<file path="src/rtl/approx_adder_pipe.sv">
// Pipelined WIDTH-bit adder, CHUNK bits per stage with a registered carry between stages.
// Each beat chooses exact addition or lower-part-OR approximation of the low APPROX_BITS.
module approx_adder_pipe #(
   parameter int WIDTH       = 16,
   parameter int CHUNK       = 4,
   parameter int APPROX_BITS = 4,
   parameter int CNT_W       = 16
) (
   input  logic             clk,
   input  logic             rst,
   input  logic             in_valid,
   output logic             in_ready,
   input  logic [WIDTH-1:0] a,
   input  logic [WIDTH-1:0] b,
   input  logic             cin,
   input  logic             mode,
   output logic             out_valid,
   input  logic             out_ready,
   output logic [WIDTH-1:0] sum,
   output logic             cout,
   output logic [CNT_W-1:0] approx_cnt
);

   localparam int STAGES = WIDTH / CHUNK;

   if (CHUNK < 1 || WIDTH < CHUNK || (WIDTH % CHUNK) != 0) begin : g_bad_chunk
      $error("approx_adder_pipe: WIDTH must be a positive multiple of CHUNK");
   end
   if (APPROX_BITS < 0 || APPROX_BITS > WIDTH) begin : g_bad_approx
      $error("approx_adder_pipe: APPROX_BITS must lie in 0..WIDTH");
   end
   if (CNT_W < 1) begin : g_bad_cnt
      $error("approx_adder_pipe: CNT_W must be at least 1");
   end

   // Handshake: a beat moves on an edge where valid & ready; a valid producer holds
   // its data until accepted, and ready never depends on the same-side valid.
   // The whole pipeline advances as one unit whenever the output slot frees up.
   logic advance;

   // Stage register k holds the operands, the partial sum of chunks below k,
   // the carry into chunk k, the beat's mode and its valid bit.
   logic [WIDTH-1:0] a_q    [STAGES];
   logic [WIDTH-1:0] b_q    [STAGES];
   logic [WIDTH-1:0] psum_q [STAGES];
   logic [WIDTH-1:0] psum_d [STAGES];
   logic [STAGES-1:0] carry_q;
   logic [STAGES-1:0] carry_d;
   logic [STAGES-1:0] mode_q;
   logic [STAGES-1:0] vld_q;

   logic [WIDTH-1:0] sum_q;
   logic             cout_q;
   logic             out_valid_q;
   logic [CNT_W-1:0] cnt_q;
   logic [CNT_W-1:0] cnt_d;

   assign advance    = ~out_valid_q | out_ready;
   assign in_ready   = advance;
   assign out_valid  = out_valid_q;
   assign sum        = sum_q;
   assign cout       = cout_q;
   assign approx_cnt = cnt_q;

   // Inside the approximated region the carry chain restarts at its top bit, so a
   // chunk straddling APPROX_BITS splits naturally within one stage.
   always_comb begin : stage_math
      logic c_w;
      c_w = 1'b0;
      for (int k = 0; k < STAGES; k++) begin
         psum_d[k] = psum_q[k];
         c_w       = carry_q[k];
         for (int i = 0; i < CHUNK; i++) begin
            if (mode_q[k] && ((k * CHUNK + i) < APPROX_BITS)) begin
               psum_d[k][k*CHUNK+i] = a_q[k][k*CHUNK+i] | b_q[k][k*CHUNK+i];
               c_w = ((k * CHUNK + i) == (APPROX_BITS - 1)) ?
                     (a_q[k][k*CHUNK+i] & b_q[k][k*CHUNK+i]) : 1'b0;
            end else begin
               psum_d[k][k*CHUNK+i] = a_q[k][k*CHUNK+i] ^ b_q[k][k*CHUNK+i] ^ c_w;
               c_w = (a_q[k][k*CHUNK+i] & b_q[k][k*CHUNK+i]) |
                     (c_w & (a_q[k][k*CHUNK+i] ^ b_q[k][k*CHUNK+i]));
            end
         end
         carry_d[k] = c_w;
      end
   end

   always_ff @(posedge clk) begin
      if (rst) begin
         vld_q       <= '0;
         carry_q     <= '0;
         mode_q      <= '0;
         out_valid_q <= 1'b0;
         sum_q       <= '0;
         cout_q      <= 1'b0;
         for (int k = 0; k < STAGES; k++) begin
            a_q[k]    <= '0;
            b_q[k]    <= '0;
            psum_q[k] <= '0;
         end
      end else if (advance) begin
         vld_q[0] <= in_valid;
         if (in_valid) begin
            a_q[0]     <= a;
            b_q[0]     <= b;
            psum_q[0]  <= '0;
            carry_q[0] <= cin;
            mode_q[0]  <= mode;
         end
         for (int k = 1; k < STAGES; k++) begin
            vld_q[k] <= vld_q[k-1];
            if (vld_q[k-1]) begin
               a_q[k]     <= a_q[k-1];
               b_q[k]     <= b_q[k-1];
               psum_q[k]  <= psum_d[k-1];
               carry_q[k] <= carry_d[k-1];
               mode_q[k]  <= mode_q[k-1];
            end
         end
         // Bubbles leave the last result in place so sum/cout keep their old value.
         out_valid_q <= vld_q[STAGES-1];
         if (vld_q[STAGES-1]) begin
            sum_q  <= psum_d[STAGES-1];
            cout_q <= carry_d[STAGES-1];
         end
      end
   end

   always_comb begin
      cnt_d = cnt_q;
      if (in_valid && advance && mode && (cnt_q != {CNT_W{1'b1}})) begin
         cnt_d = cnt_q + CNT_W'(1);
      end
   end

   always_ff @(posedge clk) begin
      if (rst) begin
         cnt_q <= '0;
      end else begin
         cnt_q <= cnt_d;
      end
   end

endmodule

</file>
<file path="config.mk">
export PLATFORM = sky130hd
export DESIGN_NAME = approx_adder_pipe
export DESIGN_NICKNAME = d
export VERILOG_FILES = /design/src/rtl/approx_adder_pipe.sv
export SDC_FILE = /design/constraint.sdc
export NUM_CORES = 1
export LEC_CHECK = 0
export BUFFER_PORTS_ARGS = -buffer_cell sky130_fd_sc_hd__buf_4
export CORE_ASPECT_RATIO = 1.2
export CORE_UTILIZATION = 40
export CTS_CLUSTER_SIZE = 10
export DETAILED_ROUTE_END_ITERATION = 8
export MAX_ROUTING_LAYER = met4
export SYNTH_ARGS = -nofsm -noshare
export SYNTH_HDL_FRONTEND = slang
export SYNTH_SLANG_ARGS = --single-unit
</file>
<file path="constraint.sdc">
create_clock -name clk -period 6.3 [get_ports clk]
set_clock_uncertainty 0.05 [all_clocks]
set_input_delay 0.945 -clock clk [delete_from_list [all_inputs] [get_ports clk]]
set_output_delay 0.945 -clock clk [all_outputs]
set_load 0.01 [all_outputs]
</file>
==> results of run 1 <==
[state kept, by name, summed over array words and instances (netlist names), 4 cells and up]
| signal | count |
|---|---|
| sum | 16 |
| b_q | 40 |
| a_q | 40 |
| vld_q | 4 |
| carry_q | 4 |
| approx_cnt | 16 |
| psum_q | 24 |
[kinds of logic after synthesis]
group           share of synthesized area
simple gates                        0.192
flops                               0.644
buf+inv                            0.0416
compound gates                     0.0552
fa+ha+maj                          0.0639
mux                               0.00344
[power groups by stage]
stage          Sequential [W]  Combinational, W  Clock (W)
3_3_place_gp          0.00112         0.0000976          0
4_1_cts               0.00110          0.000101   0.000943
3_5_place_dp          0.00112          0.000101          0
2_1_floorplan         0.00111         0.0000655          0
6_report              0.00110         0.0000991   0.000919
5_1_grt               0.00110          0.000115   0.000987
[per-layer routing]
metal  vias up  wire length, um  global-route usage
met3        17              431              0.0351
met2        92             4730               0.213
li1       1899                -                   -
met5         -                0                   -
met4         0              214              0.0759
met1      1707             4300               0.159
[through the flow]
stage	total power [W]	cells	worst slack [ns]	hold WS (ns)
finish	0.00212	779	3.26	0.410
global route	0.00221	779	3.13	0.433
CTS	0.00214	779	3.29	0.414
detailed placement	0.00122	747	2.91	0.402
global placement	0.00122	747	3.03	0.410
floorplan	0.00118	500	3.64	0.386
[placed cells by master (no fill, tap or decap), types with 5 or more instances in the layout]
master | synthesis | routed
a211oi_1 | 6 | 6
a21oi_1 | 33 | 33
and2_1 | 25 | 25
and3_1 | 73 | 73
buf_4 | 1 | 72
clkbuf_16 | 0 | 17
dfxtp_1 | 43 | 43
edfxtp_1 | 104 | 104
fa_1 | 16 | 16
ha_1 | 6 | 6
inv_1 | 34 | 34
inv_6 | 0 | 6
nand2_1 | 50 | 50
nand3_1 | 7 | 7
nor2_1 | 16 | 15
nor2b_1 | 5 | 5
o31ai_1 | 8 | 8
or4_1 | 10 | 10
[worst min-delay path by stage]
stage	startpoint	to	slack [ns]	cells past startpoint
2_1_floorplan	carry_q[0]	carry_q[0]	0.39	2
3_3_place_gp	sum[13]	sum[13]	0.41	2
3_5_place_dp	carry_q[0]	carry_q[0]	0.40	2
4_1_cts	sum[11]	sum[11]	0.41	2
5_1_grt	sum[11]	sum[11]	0.43	2
6_report	sum[11]	sum[11]	0.41	2
[layout make-up]
type                    count  share of cell area
clock inverters            15              0.0165
repair buffers             72              0.0729
flip-flops and latches    147               0.537
inverters                  35              0.0177
clock buffers              17              0.0574
well taps                 204              0.0344
multi-input cells         289               0.264
[critical path: cells and delay by family]
kind	cells	cell delay (ns)
simple gates	1	0.50
buf+inv	3	0.60
==> flow_metrics.tcl, run 1 <==
set metrics [dict create \
    cp_slowest_stage_delay_ns 0.50 \
    p_switching_w 0.000481 \
    p_leak_nw 3.12 \
    cts_resized 0 \
    clkPwrFrac 0.434 \
    gp_congestion 0.779 \
    synth_top_area_share 0.505 \
    io_buffer_count 72 \
    cp-endpoint "in_ready" \
    ff_latch_area_sq_mm 0.00398 \
    die_area_sq_mm 0.0160 \
    avgSynthCellArea_sq_um 12.4 \
    cp-startpoint "out_ready" \
    p_sw_frac 0.227 \
    die_h_um 138 \
    reg2reg_depth 10 \
    cp_data_arrival_time_ns 2.05 \
    power_frac_comb 0.047 \
    core.rowCount 49 \
    async_flop_share 0 \
    fillers 1392 \
    worstMarginPinSlew_ns 1.25 \
    max_freq_mhz 329 \
    grt_first_pass_wirelength_mm 16.4 \
    multi_input_area_sq_mm 0.00196 \
    drv_slew 0 \
    cts_buffer_depth 2 \
    end_kind "output port" \
    start_kind "input pin" \
    grt_start_max_net_pins 76 \
    intPower_w 0.00164 \
    utilization 0.492 \
    synthTopCellsByArea "edfxtp_1 50%, dfxtp_1 14%, and3_1 7.4%" \
    postCtsSetupRepairBufs 0 \
    slew_headroom 0.165 \
    reg2reg_to "psum_q[1][3]" \
    drt_iter0_markers 173 \
    vias 3715 \
    io_pins 73 \
    vias_per_cell 4.77 \
    ys.flop_type "edfxtp_1" \
    cp_slowest_cell "nor2b_1" \
    ys_seq_area_frac 0.644 \
    antenna_found_initial 0 \
    start_util 0.410 \
    seq_power_share 0.519 \
    synth-edff-count 104 \
    antenna_cells 0 \
    r2r-start "carry_q[0]" \
    drive_gt1_frac 0.205 \
    cp.required_ns 5.30 \
    fin_crit_ns 3.04 \
    syn-instance-count 500 \
    grt_use_total 0.136 \
    clock_latency_ns 0.42 \
    synth.largest_area_cell "edfxtp_1" \
    synth_fp_nets 560 \
    cap_violations 0 \
    peakVddDrop_mv 0.160 \
    status "complete, no violations" \
    cts_tree "yes" \
    cts_inserted_buffers 17 \
    die_w_um 116 \
    clkSinkCount 147 \
    path_cells "buf_4 > nor2b_1 > inv_2 > buf_4" \
    wirelength_mm 9.67 \
    cp_common_cell "buf_4" \
    ctsHoldBuffers 0 \
    clkSlewWorstSetupHoldPaths_ns 0.06 \
    ys_types 42 \
    antenna_left 0 \
    areaGrowthSynthToFinish_pct 19.8 \
    yosys_register_bits 147 \
    synth.most_common_cell "edfxtp_1" \
    stdcell_area_sq_mm 0.00741 \
    final_nets 622 \
    hold_viol_final 0 \
    fp.coreArea_sq_mm 0.0151 \
    power.density_mw_per_mm2 286 \
    drc_errors 0 \
    final.setup.tns_ns 0 \
    syn-cell-area_sq_mm 0.00619 \
    routedWlPerCell_um 12.4 \
    synthTopCellsByCount "104 x edfxtp_1, 73 x and3_1, 50 x nand2_1, 43 x dfxtp_1, 34 x inv_1" \
    worstHoldPathType "flop to flop" \
    path_class "input pin to output port" \
    crit_path_max_fanout 13 \
    finalSetupViolations 0 \
    regToRegSetupSlack_ns 3.45 \
    cts_root_buffer "clkbuf_16" \
    min_period_over_period 0.483 \
    first_pass_iters 4 \
    overflow 0 \
    place_area_sq_mm 0.00687 \
    htreeDepth 4 \
    grt_pass1_vias 3531 \
    hpwl_mm 6.71 \
    yosys_warnings 0 \
    rsz0062_at_grt "no" \
]
(Power assumes the default switching activity.)
==> run 2, diff against run 1 <==
Clock period 6.3 ns to 3.1 ns, I/O delays scaled along.
==> flow_metrics.tcl, run 2 (same netlist as run 1, synthesis figures left out) <==
set metrics [dict create \
    grt_use_total 0.140 \
    cp_slowest_cell "fa_1" \
    cts_resized 0 \
    regToRegSetupSlack_ns 0.28 \
    cts_inserted_buffers 17 \
    die_area_sq_mm 0.0160 \
    final_nets 629 \
    min_period_over_period 0.909 \
    cap_violations 0 \
    cp.required_ns 3.28 \
    cp_slowest_stage_delay_ns 0.42 \
    path_buf_inv 1 \
    hold_slack_ns 0.307 \
    crit_path_max_fanout 2 \
    areaGrowthSynthToFinish_pct 22.8 \
    vias_per_cell 4.79 \
    final_common_cell "edfxtp_1" \
    reg2reg_depth 10 \
    gp_congestion 0.812 \
    postCtsSetupRepairBufs 0 \
    fillers 1364 \
    fin_crit_ns 2.82 \
    cp_top_family "adder cells" \
    ctsHoldBuffers 0 \
    worstHoldStart "cin" \
    rsz0062_at_grt "no" \
    clkSlewWorstSetupHoldPaths_ns 0.06 \
    htreeDepth 4 \
    p_leak_nw 3.20 \
    power.density_mw_per_mm2 624 \
    slew_headroom 0.489 \
    cp_common_cell "fa_1" \
    routedWlPerCell_um 12.7 \
    wirelength_mm 9.95 \
    top_regs "a_q x40, b_q x40, psum_q x24" \
    path_class "flop to flop" \
    first_pass_iters 4 \
    drive_gt1_frac 0.215 \
    antenna_found_initial 0 \
    start_util 0.410 \
    layout_common_cells "104 x edfxtp_1, 79 x buf_4, 73 x and3_1" \
    totalPowerFinal_w 0.00474 \
    finalSetupViolations 0 \
    antenna_left 0 \
    grt_first_pass_wirelength_mm 16.9 \
    cts_root_buffer "clkbuf_16" \
    fp.coreArea_sq_mm 0.0151 \
    final.setup.tns_ns 0 \
    io_pins 73 \
    core.rowCount 49 \
    cp_data_arrival_time_ns 3.00 \
    cp-endpoint "psum_q[1][3]" \
    critical_path_depth 10 \
    drt_iter0_markers 218 \
    grt_pass1_vias 3638 \
    vias 3762 \
    worstHoldPathType "input pin to flop" \
    clock_latency_ns 0.41 \
    drv_slew 0 \
    hold_viol_final 0 \
    worstMarginPinSlew_ns 0.761 \
    path_cells "inv_1 > fa_1 > or2_2 > fa_1 > nor2_1 > fa_1 > nand2b_1 > fa_1 > nor2b_1 > a211oi_1" \
    grt_start_max_net_pins 42 \
    status "complete, no violations" \
    io_buffer_count 72 \
    peakVddDrop_mv 0.373 \
    drc_errors 0 \
    cts_buffer_depth 2 \
    end_kind "flop" \
    cts_tree "yes" \
    reg2reg_to "psum_q[1][3]" \
    cp-startpoint "carry_q[0]" \
    die_h_um 138 \
    overflow 0 \
    max_freq_mhz 355 \
    start_kind "flop" \
    r2r-start "carry_q[0]" \
    antenna_cells 0 \
    hpwl_mm 7.00 \
    clkSinkCount 147 \
    die_w_um 116 \
]
-- run 2: cell count changes in the layout (fill, tap and decap cells not counted) --
| cell | change |
|---|---|
| buf_4 | +7 |
| bufinv_16 | +6 |
| inv_6 | -4 |
| clkinv_2 | -2 |
| clkinvlp_4 | +1 |
| inv_8 | -1 |
-- run 2: worst register-to-register path: cells and delay by family (launching register included) --
family,cells,cell delay (ns)
AOI/OAI and AO/OA,1,0.21
adders and majority gates,4,1.35
DFF,1,0.33
buffers and inverters,1,0.06
and+or+nand+nor,4,0.63
-- run 2: worst min path at each step --
stage	endpoint	slack (ns)	depth (start not counted)
3_3_place_gp	carry_q[0]	0.41	2
4_1_cts	b_q[0][7]	0.29	2
3_5_place_dp	sum[10]	0.41	2
6_report	carry_q[0]	0.31	3
5_1_grt	a_q[0][7]	0.29	2
2_1_floorplan	carry_q[0]	0.39	2
-- run 2: cell type report --
class / count / area, sq um / area share
Inverter: 35 / 131 / 0.0173
Timing Repair Buffer: 79 / 593 / 0.0781
Tap cell: 204 / 255 / 0.0336
Clock inverter: 15 / 254 / 0.0334
Sequential cell: 147 / 3980 / 0.524
Clock buffer: 17 / 425 / 0.0560
Multi-Input combinational cell: 289 / 1960 / 0.257
-- run 2: per-stage QoR --
| step | cells | setup WS [ns] | util | instance area, sq um |
|---|---|---|---|---|
| 2_1_floorplan | 500 | 0.441 | - | 6190 |
| 3_3_place_gp | 754 | 0.375 | 0.459 | 6920 |
| 3_5_place_dp | 754 | 0.318 | 0.459 | 6920 |
| 4_1_cts | 786 | 0.257 | 0.504 | 7600 |
| 5_1_grt | 786 | 0.144 | 0.504 | 7600 |
| 6_report | 786 | 0.283 | 0.504 | 7600 |
-- run 2: report_power, final --
group	internal (W)	switching [W]
sequential	0.00220	0.0000329
combinational	0.0000911	0.000121
clock	0.00152	0.000786
-- run 2: layer usage --
metal  part of all wire  track usage  wire length (um)
met3              0.046       0.0373               459
met1               0.44        0.161              4400
met4              0.023       0.0731               226
met5                  0            -                 0
met2               0.49        0.222              4870
==> run 3, diff against run 2 <==
Settings changed: CELL_PAD_IN_SITES_DETAIL_PLACEMENT from default to 0, CELL_PAD_IN_SITES_GLOBAL_PLACEMENT from default to 1, PLACE_DENSITY_LB_ADDON from default to 0.1.
==> flow_metrics.tcl, run 3 (same netlist as run 1, synthesis figures left out) <==
set metrics [dict create \
    status "complete, no violations" \
    wl_met3_um 466 \
    path_cells "inv_1 > fa_1 > or2_2 > fa_1 > nor2_1 > fa_1 > nand2b_1 > fa_1 > nor2b_1 > a211oi_1" \
    cp-startpoint "carry_q[0]" \
    cts_buffer_depth 2 \
    dr_wl_met2_mm 5.06 \
    antenna_cells 0 \
    vias_per_cell 4.76 \
    die_area_sq_mm 0.0160 \
    ctsHoldBuffers 0 \
    hold_slack_ns 0.292 \
    slew_headroom 0.467 \
    final_nets 629 \
    crit_path_max_fanout 2 \
    start_util 0.410 \
    reg2reg_to "psum_q[1][3]" \
    hold_viol_final 0 \
    top_layer "met4" \
    vias 3745 \
    htreeDepth 4 \
    cp_common_cell "fa_1" \
    cp-endpoint "psum_q[1][3]" \
    max_freq_mhz 358 \
    io_buffer_count 72 \
    utilization 0.497 \
    fin_cells 786 \
    min_period_over_period 0.902 \
    cts_inserted_buffers 17 \
    routedWlPerCell_um 12.7 \
    path_class "flop to flop" \
    grt_use_total 0.141 \
    postCtsSetupRepairBufs 0 \
    core.rowCount 49 \
    grt_start_max_net_pins 42 \
    cp_slowest_stage_delay_ns 0.47 \
    cp_data_arrival_time_ns 2.89 \
    antenna_found_initial 0 \
    gp_congestion 0.743 \
    clock_latency_ns 0.42 \
    wl_met1_mm 4.34 \
    r2r-start "carry_q[0]" \
    final_common_cell "edfxtp_1" \
    grt_pass1_vias 3532 \
    reg2reg_depth 10 \
    cts_resized 0 \
    drt_iter0_markers 198 \
    cap_violations 0 \
    dp_cells 754 \
    peakVddDrop_mv 0.348 \
    wirelength_mm 10.0 \
    worstMarginPinSlew_ns 0.793 \
    p_leak_nw 3.17 \
    clkSinkCount 147 \
    hpwl_mm 7.15 \
    drive_gt1_frac 0.213 \
    io_pins 73 \
    areaGrowthSynthToFinish_pct 21.1 \
    start_kind "flop" \
    end_kind "flop" \
    fp.coreArea_sq_mm 0.0151 \
    cts_root_buffer "clkbuf_16" \
    overflow 0 \
    die_w_um 116 \
    worstHoldPathType "input pin to flop" \
    finalSetupViolations 0 \
    die_h_um 138 \
    fin_crit_ns 2.80 \
    cts_tree "yes" \
    clkSlewWorstSetupHoldPaths_ns 0.06 \
    top_regs "a_q x40, b_q x40, psum_q x24" \
    antenna_left 0 \
    grt_first_pass_wirelength_mm 16.7 \
    regToRegSetupSlack_ns 0.30 \
    first_pass_iters 7 \
    cp_slowest_cell "fa_1" \
    cp.required_ns 3.20 \
    final.setup.tns_ns 0 \
    power.density_mw_per_mm2 585 \
    drv_slew 0 \
    rsz0062_at_grt "no" \
    drc_errors 0 \
    layout_common_cells "104 x edfxtp_1, 79 x buf_4, 73 x and3_1" \
]
run 3: critical path: cells and delay by family, from the launching register on:
family                   cells  cell delay (ns)
adder cells (fa/ha/maj)      4             1.41
AND/OR/NAND/NOR              4             0.63
flip-flops                   1             0.33
buffers and inverters        1             0.06
AO/OA/AOI/OAI                1             0.05
run 3: worst min path at each step:
stage / start / endpoint / slack, ns / cells past startpoint
6_report: cin / carry_q[0] / 0.29 / 3
5_1_grt: a[11] / a_q[0][11] / 0.29 / 2
4_1_cts: cin / carry_q[0] / 0.27 / 3
3_5_place_dp: sum[3] / sum[3] / 0.40 / 2
3_3_place_gp: sum[5] / sum[5] / 0.40 / 2
2_1_floorplan: carry_q[0] / carry_q[0] / 0.39 / 2
run 3: per-layer routing:
metal / up-vias / global-route usage
met1: 1729 / 0.159
met5: - / -
met3: 12 / 0.0416
met4: 0 / 0.0677
li1: 1913 / -
met2: 91 / 0.227
run 3: stage by stage:
step | instance area, sq um | total power (W) | setup WS, ns
2_1_floorplan | 6190 | 0.00240 | 0.441
3_3_place_gp | 6920 | 0.00248 | 0.369
3_5_place_dp | 6920 | 0.00249 | 0.300
4_1_cts | 7500 | 0.00444 | 0.299
5_1_grt | 7500 | 0.00457 | 0.182
6_report | 7500 | 0.00438 | 0.304
run 3: layout make-up:
class | count | area [sq um]
clock inverter | 15 | 151
fill | 1398 | 7590
sequential | 147 | 3980
tap | 204 | 255
clock buffer | 17 | 425
multi-input combinational | 289 | 1960
timing repair buffer | 79 | 593
inverter | 35 | 131
run 3: power by group:
group          switching, W  internal [W]  total (W)
Sequential        0.0000326       0.00220    0.00223
Clock              0.000818       0.00112    0.00194
Combinational      0.000120     0.0000904   0.000210
